File: config.mk
export PLATFORM = sky130hd
export DESIGN_NAME = kbd_ctrl
export DESIGN_NICKNAME = d
export VERILOG_FILES = /design/src/rtl/kbd_pkg.sv /design/src/rtl/kbd_watchdog.sv /design/src/rtl/kbd_ctrl.sv
export SDC_FILE = /design/constraint.sdc
export NUM_CORES = 1
export LEC_CHECK = 0
export CORE_ASPECT_RATIO = 0.75
export CORE_MARGIN = 4
export CORE_UTILIZATION = 55
export CTS_CLUSTER_DIAMETER = 50
export DETAILED_ROUTE_END_ITERATION = 6
export PLACE_DENSITY = 0.91
export SYNTH_ARGS = -nofsm -noshare
export SYNTH_HDL_FRONTEND = slang
export SYNTH_HIERARCHICAL = 1
export SYNTH_SLANG_ARGS = --single-unit
File: constraint.sdc
create_clock -name clk -period 3.6 [get_ports clk]
set_clock_uncertainty 0.15 [all_clocks]
set_input_delay 0.72 -clock clk [delete_from_list [all_inputs] [get_ports clk]]
set_output_delay 0.72 -clock clk [all_outputs]
set_load 0.005 [all_outputs]
File: src/rtl/kbd_pkg.sv
// Shared types and scan-code constants for the PS/2 keyboard decoder.
package kbd_pkg;

  typedef enum logic [2:0] {
    ST_IDLE,
    ST_EXT,
    ST_BRK,
    ST_EXT_BRK,
    ST_SKIP
  } state_t;

  // Prefix bytes
  localparam logic [7:0] PFX_E0 = 8'hE0;
  localparam logic [7:0] PFX_E1 = 8'hE1;
  localparam logic [7:0] PFX_F0 = 8'hF0;

  // Controller chatter that never represents a key when seen in IDLE
  localparam logic [7:0] IGN_00 = 8'h00;
  localparam logic [7:0] IGN_AA = 8'hAA;
  localparam logic [7:0] IGN_EE = 8'hEE;
  localparam logic [7:0] IGN_FA = 8'hFA;
  localparam logic [7:0] IGN_FE = 8'hFE;
  localparam logic [7:0] IGN_FF = 8'hFF;

  // Held-key scan codes (left/right are E0-extended, fire/enter are not)
  localparam logic [7:0] CODE_LEFT  = 8'h6B;
  localparam logic [7:0] CODE_RIGHT = 8'h74;
  localparam logic [7:0] CODE_FIRE  = 8'h29;
  localparam logic [7:0] CODE_ENTER = 8'h5A;

  typedef struct packed {
    logic [7:0] code;
    logic       ext;
    logic       make;
  } key_event_t;

  function automatic logic is_ignored(input logic [7:0] b);
    return (b == IGN_00) || (b == IGN_AA) || (b == IGN_EE) ||
           (b == IGN_FA) || (b == IGN_FE) || (b == IGN_FF);
  endfunction

  function automatic logic is_prefix(input logic [7:0] b);
    return (b == PFX_E0) || (b == PFX_E1) || (b == PFX_F0);
  endfunction

endpackage

File: src/rtl/kbd_watchdog.sv
// Stalled-frame watchdog: fires when the receiver stays busy without
// delivering a byte for TIMEOUT_CYC consecutive cycles.
module kbd_watchdog
  #(parameter int unsigned TIMEOUT_CYC = 100000)
  (
    input  logic clk,
    input  logic reset,
    input  logic rx_busy,
    input  logic rx_valid,
    output logic expire
  );

  localparam int unsigned CNT_W = (TIMEOUT_CYC > 1) ? $clog2(TIMEOUT_CYC) : 1;
  localparam logic [CNT_W-1:0] LAST = CNT_W'(TIMEOUT_CYC - 1);

  logic [CNT_W-1:0] cnt;

  // Expiry is suppressed by rx_valid so a byte arriving on the last cycle wins
  always_comb begin
    expire = rx_busy && !rx_valid && (cnt == LAST);
  end

  // Stall counter: runs only while a frame is in progress with no byte
  always_ff @(posedge clk) begin
    if (reset) begin
      cnt <= '0;
    end else if (!rx_busy || rx_valid || expire) begin
      cnt <= '0;
    end else begin
      cnt <= cnt + 1'b1;
    end
  end

endmodule

File: src/rtl/kbd_ctrl.sv
// PS/2 scan-code set 2 decoder: prefix FSM, key events, held-key levels,
// error counting and receiver restart on stalled frames.
module kbd_ctrl
  import kbd_pkg::*;
  #(
    parameter int unsigned TIMEOUT_CYC = 100000,
    parameter int unsigned PAUSE_SKIP  = 7
  )
  (
    input  logic       clk,
    input  logic       reset,
    input  logic [7:0] rx_byte,
    input  logic       rx_valid,
    input  logic       rx_busy,
    output logic [7:0] key_code,
    output logic       key_ext,
    output logic       key_make,
    output logic       key_valid,
    output logic       key_left,
    output logic       key_right,
    output logic       key_fire,
    output logic       key_enter,
    output logic       rx_restart,
    output logic [7:0] err_cnt
  );

  localparam logic [7:0] SKIP_LOAD = 8'(PAUSE_SKIP);

  state_t     state, state_next;
  logic [7:0] skip_cnt, skip_next;
  logic       emit;
  key_event_t evt;
  logic       proto_err;
  logic       expire;

  kbd_watchdog #(.TIMEOUT_CYC(TIMEOUT_CYC)) u_watchdog (
    .clk      (clk),
    .reset    (reset),
    .rx_busy  (rx_busy),
    .rx_valid (rx_valid),
    .expire   (expire)
  );

  // Next-state decode; a received byte takes priority over a watchdog expiry
  always_comb begin
    state_next = state;
    skip_next  = skip_cnt;
    emit       = 1'b0;
    evt        = '0;
    proto_err  = 1'b0;

    if (rx_valid) begin
      case (state)
        ST_IDLE: begin
          if (rx_byte == PFX_E0) begin
            state_next = ST_EXT;
          end else if (rx_byte == PFX_F0) begin
            state_next = ST_BRK;
          end else if (rx_byte == PFX_E1) begin
            if (SKIP_LOAD != '0) begin
              state_next = ST_SKIP;
              skip_next  = SKIP_LOAD;
            end
          end else if (!is_ignored(rx_byte)) begin
            emit     = 1'b1;
            evt.code = rx_byte;
            evt.ext  = 1'b0;
            evt.make = 1'b1;
          end
        end

        ST_EXT: begin
          state_next = ST_IDLE;
          if (rx_byte == PFX_F0) begin
            state_next = ST_EXT_BRK;
          end else if (rx_byte == PFX_E0) begin
            state_next = ST_EXT;
          end else if (rx_byte == PFX_E1 || rx_byte == IGN_00 || rx_byte == IGN_FF) begin
            proto_err = 1'b1;
          end else begin
            emit     = 1'b1;
            evt.code = rx_byte;
            evt.ext  = 1'b1;
            evt.make = 1'b1;
          end
        end

        ST_BRK, ST_EXT_BRK: begin
          state_next = ST_IDLE;
          if (is_prefix(rx_byte)) begin
            proto_err = 1'b1;
          end else begin
            emit     = 1'b1;
            evt.code = rx_byte;
            evt.ext  = (state == ST_EXT_BRK);
            evt.make = 1'b0;
          end
        end

        ST_SKIP: begin
          skip_next = skip_cnt - 1'b1;
          if (skip_cnt <= 8'd1) begin
            skip_next  = '0;
            state_next = ST_IDLE;
          end
        end

        default: begin
          state_next = ST_IDLE;
          skip_next  = '0;
        end
      endcase
    end else if (expire) begin
      state_next = ST_IDLE;
      skip_next  = '0;
    end
  end

  // FSM and skip-counter registers
  always_ff @(posedge clk) begin
    if (reset) begin
      state    <= ST_IDLE;
      skip_cnt <= '0;
    end else begin
      state    <= state_next;
      skip_cnt <= skip_next;
    end
  end

  // Event outputs: registered one cycle after the completing byte
  always_ff @(posedge clk) begin
    if (reset) begin
      key_valid <= 1'b0;
      key_code  <= '0;
      key_ext   <= 1'b0;
      key_make  <= 1'b0;
    end else begin
      key_valid <= emit;
      if (emit) begin
        key_code <= evt.code;
        key_ext  <= evt.ext;
        key_make <= evt.make;
      end
    end
  end

  // Held-key levels follow make/break events; a timeout leaves them alone
  always_ff @(posedge clk) begin
    if (reset) begin
      key_left  <= 1'b0;
      key_right <= 1'b0;
      key_fire  <= 1'b0;
      key_enter <= 1'b0;
    end else if (emit) begin
      if (evt.ext && evt.code == CODE_LEFT)   key_left  <= evt.make;
      if (evt.ext && evt.code == CODE_RIGHT)  key_right <= evt.make;
      if (!evt.ext && evt.code == CODE_FIRE)  key_fire  <= evt.make;
      if (!evt.ext && evt.code == CODE_ENTER) key_enter <= evt.make;
    end
  end

  // Restart pulse and saturating error counter (error and timeout count once)
  always_ff @(posedge clk) begin
    if (reset) begin
      rx_restart <= 1'b0;
      err_cnt    <= '0;
    end else begin
      rx_restart <= expire;
      if ((proto_err || expire) && (err_cnt != '1)) begin
        err_cnt <= err_cnt + 1'b1;
      end
    end
  end

endmodule
==> results.md <==
Clocking:
- The clock tree synthesis step divided the H-tree into 2 levels.
- The clock tree from TritonCTS is yes.
- After clock tree synthesis, the clock-pin slew on the worst setup and hold paths is 100 ps.
- The total clock buffers created by CTS is 5.
- The tree built by TritonCTS fans out to 52 sinks.
- Hold repair after CTS inserted 0 buffers.
- The count of instances resized after the clock tree is built is 0.
- The clock tree buffer depth is 2.
- The library cell used as clock root buffer is sky130_fd_sc_hd__clkbuf_8.
- For the worst-skew pair, the clock arrives at the later sink with an insertion delay of 300 ps.
- The number of buffers inserted by post-CTS setup repair is 0.

Die:
- Measured along the y axis, the die boundary spans 69.16 µm.
- From left edge to right edge, the die measures just under 90 µm.
- The die covers 6192 µm².
- The count of standard-cell rows is 21.
- The initial utilization of the core area, before any placement, comes to 59.31%.
- The top-level I/O count is 36.
- The total area inside the core boundary comes to 4624 µm².

Synthesis:
- In this run the cell area of the synthesized design comes to 2743 µm².
- Averaged over all synthesized cells, the footprint is 8.413 µm².
- The number of nets in the synthesized netlist is around 340.
- The flip-flop and latch count after synthesis is 52.
- Synthesis handed over a netlist of 326 instances.
- The count of warnings emitted by yosys is 6.
- The number of synthesized flops with an enable pin is 0.
- The share of flip-flops with an asynchronous set or reset after synthesis is 0%.
- The number of different library cells used by synthesis comes to 58.
- The proportion of synthesized chip area in sequential cells is around 38%.
- The most used flip-flop cell after synthesis is sky130_fd_sc_hd__dfxtp_1.

Pwr:
- Combinational logic burns 13.9% of the power.
- For this design the total switching power over the nets is 0.2870 mW.
- The clock share of power is about 31%.
- The sequential share of power is 55.5%.
- The areal power density over the cells is 334.0 nW/µm².
- Net switching is a little over a quarter of the power.
- For this design the static power due to leakage is between 1 and 1.5 nW.
- The worst vdd rail ir drop is between 0.3 and 0.4 mV.
- The internal power component is 0.7999 mW.
- Power comes to between 1 and 1.5 mW.

Worst setup path:
- STA classifies the critical path startpoint as an input port.
- Tracing the worst setup path back leads to its startpoint at rx_byte[5].
- The worst setup path category is in -> reg.
- The critical register-to-register path startpoint is u_watchdog/cnt[0].
- The highest fanout seen on the critical path is 13.
- The cell family contributing the most delay on the critical path is simple AND/OR/NAND/NOR gates.
- The critical path's largest stage delay is around 580 ps.
- The worst setup path is captured at a register.
- Counting both buffers and inverters, the worst setup path holds a total of 1.
- The data arrival time of the critical path is 3130 ps.
- The critical path required time is 3650 ps.
- The critical-path cell with the highest stage delay is sky130_fd_sc_hd__or4_4.
- The critical path goes through clkdlybuf4s50_1 > or4_4 > a211oi_4 > o211ai_2 > a21o_1 > nor4b_2 > mux2_1.

Routing:
- The number of nets still failing antenna checks after routing is 0.
- The vias per cell is 6.252.
- The number of DRC violations after detailed-routing iteration 0 is 347.
- The first TritonRoute pass finished after 6 iterations.
- For this run, design rule violations remaining after detail routing come to 0.
- In the final routed layout, each cell accounts on average for 15.64 µm.
- For this block, the via count after detailed routing is 2632.
- The aggregate routed wire length is approximately 6600 µm.

Placement:
- The detailed placement HPWL is 4800 µm.
- The last weighted congestion value of the routability-driven placer is 0.9246.
- Buffers placed on the I/O ports in this run total 35.
- At the placement stage, the worst setup path has a slack of between 200 and 250 ps.

STA:
- The post-route clock period utilization is 85.60%.
- The slew at the pin closest to its max-slew limit is around 730 ps.
- The time the final worst path needs with I/O delays and setup is 3082 ps.
- The relative max-transition margin is between 50% and 60%.
- The number of hold violations in the final report is 0.
- For this run, the top clock speed supported by timing is 324.5 MHz.
- The worst hold slack across all endpoints is 335.3 ps.
- The final worst setup slack is 518.3 ps.
- Setup total negative slack on the finished layout was measured at 0 ps.
- Setup repair after global routing left no endpoint under its margin.
- The final number of max-transition violations is 0.
- Setup violations remaining at the end of the flow were counted as 0.

Run:
- The tool flagged a number of max-cap violations equal to 0.

Finish:
- The diode insertion count for antenna repair is 0.
- The most common cell after layout, fill and taps aside is sky130_fd_sc_hd__dfxtp_1.
- From synthesis to final layout, the design area changed by 18.66%.
- The net total in the final layout is around 380.
- In the layout the commonest cells are sky130_fd_sc_hd__dfxtp_1 (52), sky130_fd_sc_hd__nor2_1 (50), sky130_fd_sc_hd__clkdlybuf4s50_1 (35), sky130_fd_sc_hd__a21oi_1 (17), sky130_fd_sc_hd__nor3_1 (15).
- The layout has 365 filler cells.
- In the final layout, the share of cells above drive strength 1 is 8.242%.
- The sequential cells in the finished layout cover a total of 1041 µm².
- The footprint of the multi-input gates is 1572 µm².

Min path:
- The type of the worst min-delay path is reg -> reg.
- In this run the most critical hold path is launched from key_fire.

Global routing:
- The all-layer global routing usage is 21.70%.
- The first global-routing pass estimated 11010 µm of wire.
- The number of antenna violations at the first check in global routing is 0.
- After global routing the overflow that remains totals 0.
- The via count of the first global-routing pass was 2384.
- Entering global routing, the biggest net connects 23 pins.

Outcome:
- The run finished with clean final reports.
synth_stat cells (2+ instances only):
cell type | number | area (µm²)
sky130_fd_sc_hd__nor3b_1 | 3 | 22.52
sky130_fd_sc_hd__nor2_1 | 50 | 187.7
sky130_fd_sc_hd__clkbuf_1 | 10 | 37.54
sky130_fd_sc_hd__o41ai_1 | 2 | 17.52
sky130_fd_sc_hd__inv_1 | 9 | 33.78
sky130_fd_sc_hd__dfxtp_1 | 52 | 1041
sky130_fd_sc_hd__or3_1 | 5 | 31.28
sky130_fd_sc_hd__buf_2 | 4 | 20.02
sky130_fd_sc_hd__nor3_1 | 15 | 75.07
sky130_fd_sc_hd__nand2_1 | 14 | 52.55
sky130_fd_sc_hd__nand4_1 | 11 | 68.82
sky130_fd_sc_hd__a21oi_1 | 17 | 85.08
sky130_fd_sc_hd__a21o_1 | 3 | 22.52
sky130_fd_sc_hd__nand3b_1 | 2 | 15.01
sky130_fd_sc_hd__ha_1 | 4 | 50.05
sky130_fd_sc_hd__nor2b_1 | 5 | 31.28
sky130_fd_sc_hd__nor4_1 | 10 | 62.56
sky130_fd_sc_hd__mux2i_1 | 8 | 80.08
sky130_fd_sc_hd__and3_1 | 6 | 37.54
sky130_fd_sc_hd__buf_6 | 3 | 33.78
sky130_fd_sc_hd__or4_1 | 4 | 30.03
sky130_fd_sc_hd__a211oi_1 | 3 | 22.52
sky130_fd_sc_hd__xnor2_1 | 13 | 113.9
sky130_fd_sc_hd__nand4b_1 | 2 | 17.52
sky130_fd_sc_hd__o211ai_1 | 2 | 15.01
sky130_fd_sc_hd__xor2_1 | 5 | 43.79
sky130_fd_sc_hd__a31oi_1 | 4 | 25.02
sky130_fd_sc_hd__nand3_1 | 14 | 70.07
sky130_fd_sc_hd__nand2b_1 | 3 | 18.77
sky130_fd_sc_hd__o21ai_0 | 11 | 55.05
sky130_fd_sc_hd__o31ai_1 | 5 | 37.54
worst paths after layout:
path | cells after the start | to | slack, ps
max | 7 | err_cnt[7] | 520
min | 2 | key_fire | 340
max reg2reg | 9 | err_cnt[7] | 660
min reg2reg | 2 | key_fire | 340
per-layer routing:
layer	vias to the layer above	GRT usage, %	wire length [µm]
li1	1270	-	-
met1	1214	31.69	3079
met2	135	31.74	2898
met3	13	5.119	520
met4	0	5.785	85
met5	-	0	0
power by group through the flow:
| stage | logic, mW | registers, mW | clock network, mW |
|---|---|---|---|
| after global routing | 0.164 | 0.606 | 0.365 |
| after floorplan | 0.0889 | 0.614 | 0 |
| after detailed placement | 0.147 | 0.616 | 0 |
| after global placement | 0.142 | 0.616 | 0 |
| after CTS | 0.149 | 0.603 | 0.332 |
| final | 0.151 | 0.603 | 0.333 |
per-stage QoR:
| stage | instances | area, µm² | util (%) |
|---|---|---|---|
| final | 421 | 3254 | 70.37 |
| after global routing | 421 | 3254 | 70.37 |
| after CTS | 421 | 3254 | 70.37 |
| after detailed placement | 413 | 3166 | 68.45 |
| after global placement | 413 | 3166 | 68.45 |
| after floorplan | 326 | 2743 | - |
flip-flops by register name, indices dropped and copies added, names as in the netlist:
name            flops
key_valid           1
u_watchdog/cnt     17
key_right           1
rx_restart          1
key_enter           1
key_ext             1
key_code            8
state               3
key_left            1
key_fire            1
key_make            1
err_cnt             8
skip_cnt            8
cell type report:
| type | instances | share of cell area (%) |
|---|---|---|
| clock buffer | 6 | 2.230 |
| clock inverter | 2 | 0.4998 |
| inverter | 9 | 1.038 |
| multi-input combinational | 247 | 48.29 |
| sequential | 52 | 31.99 |
| tap | 57 | 2.191 |
| timing repair buffer | 48 | 13.76 |
worst register-to-register path, cell delays in order, from the launching register on:
cell	delay [ps]
sky130_fd_sc_hd__dfxtp_1	400
sky130_fd_sc_hd__ha_1	300
sky130_fd_sc_hd__nand2_1	140
sky130_fd_sc_hd__nor4b_4	290
sky130_fd_sc_hd__nand3_1	170
sky130_fd_sc_hd__nor2_1	280
sky130_fd_sc_hd__nor2_1	180
sky130_fd_sc_hd__a21o_1	310
sky130_fd_sc_hd__nor4b_2	300
sky130_fd_sc_hd__mux2_1	340
cells by family (layout without fill, tap and decap cells):
family | Yosys count | count (layout) | share of synthesized area, %
AND/OR/NAND/NOR | 154 | 154 | 30.61
AO/OA/AOI/OAI | 61 | 61 | 15.37
flip-flops | 52 | 52 | 37.96
buffers and inverters | 27 | 65 | 4.744
XOR/XNOR | 18 | 18 | 5.748
multiplexers | 10 | 10 | 3.741
adder cells (fa/ha/maj) | 4 | 4 | 1.825
Note: power is estimated with default switching activity, not from simulation.
